--- config.mk ---
export PLATFORM = sky130hd
export DESIGN_NAME = sw_core_flat
export DESIGN_NICKNAME = d
export VERILOG_FILES = /design/src/rtl/sw_core_pkg.sv /design/src/rtl/sw_core_if.sv /design/src/rtl/sw_rr_arb.sv /design/src/rtl/sw_core.sv /design/src/flat_wrapper.sv
export SDC_FILE = /design/constraint.sdc
export NUM_CORES = 1
export LEC_CHECK = 0
export BUFFER_PORTS_ARGS = -buffer_cell sky130_fd_sc_hd__buf_4
export CELL_PAD_IN_SITES_DETAIL_PLACEMENT = 0
export CELL_PAD_IN_SITES_GLOBAL_PLACEMENT = 1
export CORE_UTILIZATION = 23
export DETAILED_ROUTE_END_ITERATION = 12
export PLACE_DENSITY_LB_ADDON = 0.1
export SETUP_SLACK_MARGIN = 0.15
export SLEW_MARGIN = 20
export SYNTH_ARGS = -nofsm -noshare
export SYNTH_HDL_FRONTEND = slang
export SYNTH_HIERARCHICAL = 1
export SYNTH_SLANG_ARGS = --single-unit
export TNS_END_PERCENT = 20
--- constraint.sdc ---
create_clock -name clk -period 1.9 [get_ports clk]
set_input_delay 0.095 -clock clk [delete_from_list [all_inputs] [get_ports clk]]
set_output_delay 0.095 -clock clk [all_outputs]
set_load 0.05 [all_outputs]
--- src/rtl/sw_core_pkg.sv ---
// Shared switch definitions: flit width, port count, port-index type and the
// round-robin search helper used by every output arbiter.
package sw_core_pkg;

  localparam int PKT_W = 36;
  localparam int NPORT = 4;

  typedef logic [1:0] port_idx_t;

  typedef struct packed {
    logic      found;
    port_idx_t idx;
  } rr_pick_t;

  // First asserted requester searching from last+1 upward, wrapping mod NPORT;
  // the last candidate examined is 'last' itself.
  function automatic rr_pick_t rr_pick(input logic [NPORT-1:0] req, input port_idx_t last);
    rr_pick_t  pick;
    port_idx_t cand;
    pick.found = 1'b0;
    pick.idx   = last;
    for (int k = 1; k <= NPORT; k++) begin
      cand = last + port_idx_t'(k);
      if (!pick.found && req[cand]) begin
        pick.found = 1'b1;
        pick.idx   = cand;
      end
    end
    return pick;
  endfunction

endpackage

--- src/rtl/sw_core_if.sv ---
// Switch data-plane bundle between four input buffers and the switch core.
//   req0..req3 : request vectors (bit j -> output j), from buffers
//   co0..co3   : head flits, from buffers
//   ack0..ack3 : dequeue grants, to buffers
//   o0..o3     : output port flits, to downstream
// master = buffer/bench side, slave = switch core side.
interface sw_core_if #(parameter int PKT_W = sw_core_pkg::PKT_W);

  logic [sw_core_pkg::NPORT-1:0] req0, req1, req2, req3;
  logic [PKT_W-1:0]              co0, co1, co2, co3;
  logic                          ack0, ack1, ack2, ack3;
  logic [PKT_W-1:0]              o0, o1, o2, o3;

  modport master (
    output req0, req1, req2, req3,
    output co0, co1, co2, co3,
    input  ack0, ack1, ack2, ack3,
    input  o0, o1, o2, o3
  );

  modport slave (
    input  req0, req1, req2, req3,
    input  co0, co1, co2, co3,
    output ack0, ack1, ack2, ack3,
    output o0, o1, o2, o3
  );

endinterface

--- src/rtl/sw_rr_arb.sv ---
// Round-robin arbiter for one switch output with hold-while-requested locking.
//   clk   : clock
//   rst   : asynchronous active-low reset
//   req   : requesters (bit i = input i)
//   grant : one-hot grant, decoded only from busy/owner registers
module sw_rr_arb
  import sw_core_pkg::*;
(
  input  logic             clk,
  input  logic             rst,
  input  logic [NPORT-1:0] req,
  output logic [NPORT-1:0] grant
);

  logic      busy_r, busy_s;
  port_idx_t owner_r, owner_s;
  rr_pick_t  pick_s;

  // Next owner: hold while owner still requests, else rotate to next requester.
  always_comb begin
    pick_s  = rr_pick(req, owner_r);
    busy_s  = busy_r;
    owner_s = owner_r;
    if (busy_r && req[owner_r]) begin
      busy_s  = 1'b1;
      owner_s = owner_r;
    end else if (pick_s.found) begin
      busy_s  = 1'b1;
      owner_s = pick_s.idx;
    end else begin
      busy_s  = 1'b0;
      owner_s = owner_r;
    end
  end

  // Arbiter state; owner resets to 3 so input 0 wins first after reset.
  always_ff @(posedge clk or negedge rst) begin
    if (!rst) begin
      busy_r  <= 1'b0;
      owner_r <= 2'd3;
    end else begin
      busy_r  <= busy_s;
      owner_r <= owner_s;
    end
  end

  // Grant decode from registers only, so it is one-hot by construction.
  always_comb begin
    grant = '0;
    for (int i = 0; i < NPORT; i++) begin
      grant[i] = busy_r && (owner_r == port_idx_t'(i));
    end
  end

endmodule

--- src/rtl/sw_core.sv ---
// 4x4 switch core: one round-robin arbiter per output, ack combine per input
// and a combinational crossbar.
//   clk : clock
//   rst : asynchronous active-low reset (clears grants, hence acks and outputs)
//   bus : sw_core_if slave modport (req/co in, ack/o out)
module sw_core
  import sw_core_pkg::*;
#(
  parameter int PKT_W = sw_core_pkg::PKT_W
) (
  input  logic     clk,
  input  logic     rst,
  sw_core_if.slave bus
);

  logic [NPORT-1:0] req_s   [NPORT];
  logic [PKT_W-1:0] co_s    [NPORT];
  logic [NPORT-1:0] col_s   [NPORT];  // col_s[j][i] = input i requests output j
  logic [NPORT-1:0] grant_s [NPORT];  // grant_s[j][i] = output j granted to input i
  logic [NPORT-1:0] ack_s;
  logic [PKT_W-1:0] o_s     [NPORT];

  assign req_s[0] = bus.req0;
  assign req_s[1] = bus.req1;
  assign req_s[2] = bus.req2;
  assign req_s[3] = bus.req3;
  assign co_s[0]  = bus.co0;
  assign co_s[1]  = bus.co1;
  assign co_s[2]  = bus.co2;
  assign co_s[3]  = bus.co3;

  // Transpose input request vectors into per-output requester columns.
  always_comb begin
    for (int j = 0; j < NPORT; j++) begin
      for (int i = 0; i < NPORT; i++) begin
        col_s[j][i] = req_s[i][j];
      end
    end
  end

  for (genvar j = 0; j < NPORT; j++) begin : g_arb
    sw_rr_arb u_arb (
      .clk   (clk),
      .rst   (rst),
      .req   (col_s[j]),
      .grant (grant_s[j])
    );
  end

  // Ack is the OR over outputs; crossbar ORs masked flits (grant is one-hot,
  // and an ungranted output collapses to zero).
  always_comb begin
    ack_s = '0;
    for (int j = 0; j < NPORT; j++) begin
      o_s[j] = '0;
      for (int i = 0; i < NPORT; i++) begin
        ack_s[i] = ack_s[i] | grant_s[j][i];
        o_s[j]   = o_s[j] | (co_s[i] & {PKT_W{grant_s[j][i]}});
      end
    end
  end

  assign bus.ack0 = ack_s[0];
  assign bus.ack1 = ack_s[1];
  assign bus.ack2 = ack_s[2];
  assign bus.ack3 = ack_s[3];
  assign bus.o0   = o_s[0];
  assign bus.o1   = o_s[1];
  assign bus.o2   = o_s[2];
  assign bus.o3   = o_s[3];

endmodule

--- src/flat_wrapper.sv ---
// flat-port wrapper written by rule: the top's interface ports become plain ports
module sw_core_flat import sw_core_pkg::*;
#(
  parameter int PKT_W = sw_core_pkg::PKT_W
)
  (clk, rst, bus_req0, bus_req1, bus_req2, bus_req3, bus_co0, bus_co1, bus_co2, bus_co3, bus_ack0, bus_ack1, bus_ack2, bus_ack3, bus_o0, bus_o1, bus_o2, bus_o3);
  sw_core_if #(.PKT_W(PKT_W)) bus_i ();
  input  logic clk;
  input  logic rst;
  input wire logic [$bits(bus_i.req0)-1:0] bus_req0;
  input wire logic [$bits(bus_i.req1)-1:0] bus_req1;
  input wire logic [$bits(bus_i.req2)-1:0] bus_req2;
  input wire logic [$bits(bus_i.req3)-1:0] bus_req3;
  input wire logic [$bits(bus_i.co0)-1:0] bus_co0;
  input wire logic [$bits(bus_i.co1)-1:0] bus_co1;
  input wire logic [$bits(bus_i.co2)-1:0] bus_co2;
  input wire logic [$bits(bus_i.co3)-1:0] bus_co3;
  output wire logic [$bits(bus_i.ack0)-1:0] bus_ack0;
  output wire logic [$bits(bus_i.ack1)-1:0] bus_ack1;
  output wire logic [$bits(bus_i.ack2)-1:0] bus_ack2;
  output wire logic [$bits(bus_i.ack3)-1:0] bus_ack3;
  output wire logic [$bits(bus_i.o0)-1:0] bus_o0;
  output wire logic [$bits(bus_i.o1)-1:0] bus_o1;
  output wire logic [$bits(bus_i.o2)-1:0] bus_o2;
  output wire logic [$bits(bus_i.o3)-1:0] bus_o3;
  assign bus_i.req0 = bus_req0;
  assign bus_i.req1 = bus_req1;
  assign bus_i.req2 = bus_req2;
  assign bus_i.req3 = bus_req3;
  assign bus_i.co0 = bus_co0;
  assign bus_i.co1 = bus_co1;
  assign bus_i.co2 = bus_co2;
  assign bus_i.co3 = bus_co3;
  assign bus_ack0 = bus_i.ack0;
  assign bus_ack1 = bus_i.ack1;
  assign bus_ack2 = bus_i.ack2;
  assign bus_ack3 = bus_i.ack3;
  assign bus_o0 = bus_i.o0;
  assign bus_o1 = bus_i.o1;
  assign bus_o2 = bus_i.o2;
  assign bus_o3 = bus_i.o3;
  sw_core #(.PKT_W(PKT_W)) u_core (.clk(clk), .rst(rst), .bus(bus_i));
endmodule
==> flow_summary.yaml <==
layout:
  utilization_pct: 52.75
  area_delta_synth_final_pct: 123.4
  diodes: 0
  fin_nets: 1165
  instances_no_fill: 1251
  drive_gt1_share_pct: 65.72
  fillers: 1852
timing:
  slew_viol_final: 0
  fmax_mhz: 486.6
  whs_ns: 0.2463
  fin_ws_ns: -0.1551
  hold_viol_final: 0
  max_slew_margin_pct: 74.54
  rsz0062_at_grt: "true"
  skew_ns: 0.001952
  setup_viol: 153
  worstMarginPinSlew_ns: 0.3766
  period_minus_slack_ns: 2.055
  finalCritPeriodShare_pct: 108.2
synthesis:
  synth_cell_types: 32
  muxShareOfSynthArea_pct: 8.493
  synth_fa_ha_area_share_pct: 4.328
  synth_top_family_by_area: "compound AO/OA/AOI/OAI gates"
  synth_top_area_cell: "a22oi_1"
  synth_top_area_share_pct: 46.90
  synth_xor_area_share_pct: 0.7574
  synth_common_cells: "a22oi_1 (289), nand2_1 (148), buf_2 (60)"
  synth-simple-area-share_pct: 18.58
  synth_cells: 640
  synthArstFlopShare_pct: 100.0
  syn_area_um2: 4626
  synth.most_common_cell: "a22oi_1"
  synth_compound_area_share_pct: 51.80
  synth.top_cells.by_area: "a22oi_1 (47%), nand2_1 (12%), buf_2 (6.5%)"
  synthFlopType: "dfstp_2"
  synth.avg_cell_area_um2: 7.228
  ys_warn_count: 6
  synth_edf_count: 0
  syn_nets: 818
  synth-seq-cells: 12
  yosysSeqAreaShare_pct: 6.708
clock_tree:
  htree_num_levels: 1
  cts_tree: "built"
  path_clk_slew_ns: 0.05
  clock_sinks: 12
  root_buffer: "clkbuf_16"
  clockBufferDepth: 2
  clk_latency_ns: 0.24
  cts_inserted_buffers: 3
floorplan:
  io_pins: 310
  chipHeight_um: 143.8
  fp.dieW_um: 143.8
  die_area_um2: 20680
  initial_utilization_pct: 23.61
  core_area_um2: 19590
  rows: 51
routing:
  wirelength_mm: 32.65
  drc: 0
  vias: 7554
  wire_per_inst_um: 26.10
  viasPerCell: 6.038
  drt_iter0_markers: 583
  first_pass_iters: 6
  final_antenna_net_count: 0
critical_path:
  start_kind: "register"
  reg2regPathDepth: 4
  slowest_delay_ns: 0.59
  rrSetupSlack_ns: -0.13
  cp_top_family: "flip-flops"
  critPathCaptureType: "primary output"
  crit_path_cell_trace: "inv_4, ha_4, and2_4, buf_12, buf_16, a22oi_2, nand2_4, buf_6"
  cp_slowest_cell: "dfstp_2"
  cp_num_buf_inv: 4
  cp.arrival_ns: 1.96
  crit_type: "register to primary output"
  path_max_fanout: 5
  reg2reg_to: "u_core/g_arb[1].u_arb/busy_r"
  crit_required_ns: 1.80
grt:
  grt.total_usage_pct: 28.25
  overflow: 0
  antenna_found_initial: 0
  grt_pass1_vias: 7446
  grt_first_pass_wirelength_mm: 44.64
  grt_start_max_net_pins: 35
placement:
  place_hpwl_mm: 20.11
  dpl.cell_count: 1204
  place.gp.congestion: 0.8542
  io_buffers: 309
run_status:
  violations: "negative setup slack"
  status: "complete, but fails checks"
flow_run:
  max_cap_violations: 0
worst_hold_path:
  hold_path_class: "primary input to asynchronous set/reset pin"
## worst max path at each step
stage / start / endpoint / slack, ns / cells past startpoint
global route: u_core/g_arb[3].u_arb/owner_r[1] / bus_o3[12] / -0.22 / 9
CTS: u_core/g_arb[3].u_arb/owner_r[1] / bus_ack1 / -0.16 / 6
detailed placement: register / u_core/g_arb[1].u_arb/busy_r / -0.08 / 4
global placement: register / u_core/g_arb[1].u_arb/busy_r / -0.02 / 4
finish: register / bus_o0[21] / -0.16 / 8
floorplan: register / u_core/g_arb[1].u_arb/busy_r / -0.10 / 6
## stage by stage
| step | instance area (µm²) | TNS (ns) | setup WS (ns) |
|---|---|---|---|
| final | 10330 | -12.39 | -0.1551 |
| after global routing | 10330 | -21.00 | -0.2166 |
| after CTS | 9462 | -10.91 | -0.1574 |
| after detailed placement | 8005 | -0.2952 | -0.07796 |
| after global placement | 8005 | -0.04016 | -0.01742 |
| after floorplan | 5096 | -2.607 | -0.1023 |
## cell families (layout without fill, tap and decap cells)
logic type      Yosys count  after routing
buf+inv                  79            423
xor+xnor                  4              4
flops                    12             12
mux                      17             17
compound gates          319            319
simple gates            193            195
fa+ha+maj                16             16
## timing repair
action                                  in CTS  in global routing
endpoints found under the setup margin     160                160
gates resized for setup                    246                116
buffers inserted                            13                  1
pin swaps                                   61                 58
gates cloned                                11                 17
hold buffers                                 1                  0
hold endpoints to repair                    12                  0
## area by class of cell
type	count	area [µm²]	share of cell area, %
flip-flops and latches	12	310.3	3.003
well taps	265	331.6	3.209
multi-input cells	551	4982	48.21
clock buffers	4	88.84	0.8597
repair buffers	408	4572	44.24
inverters	11	48.80	0.4722
## placed cells by master, fill, tap and decap left out, drive strengths merged, types with 4 or more instances in the layout
cell	count
buf	395
a22oi	289
nand2	148
and2	19
clkbuf	16
mux4	16
ha	16
inv	11
nor2	9
dfstp	8
a221oi	6
o21ai	6
or4	4
or2	4
xnor2	4
o211ai	4
dfrtp	4
or3	4
## per-layer routing
metal | up-vias | wire (µm) | track usage [%]
met3 | 65 | 2403 | 4.265
li1 | 3291 | - | -
met4 | 0 | 904 | 9.574
met2 | 422 | 16000 | 48.88
met5 | - | 0 | 0
met1 | 3776 | 13350 | 35.48
Power is not shown: default switching activity piles up to over one toggle a cycle in this logic, so the estimate is an artifact.
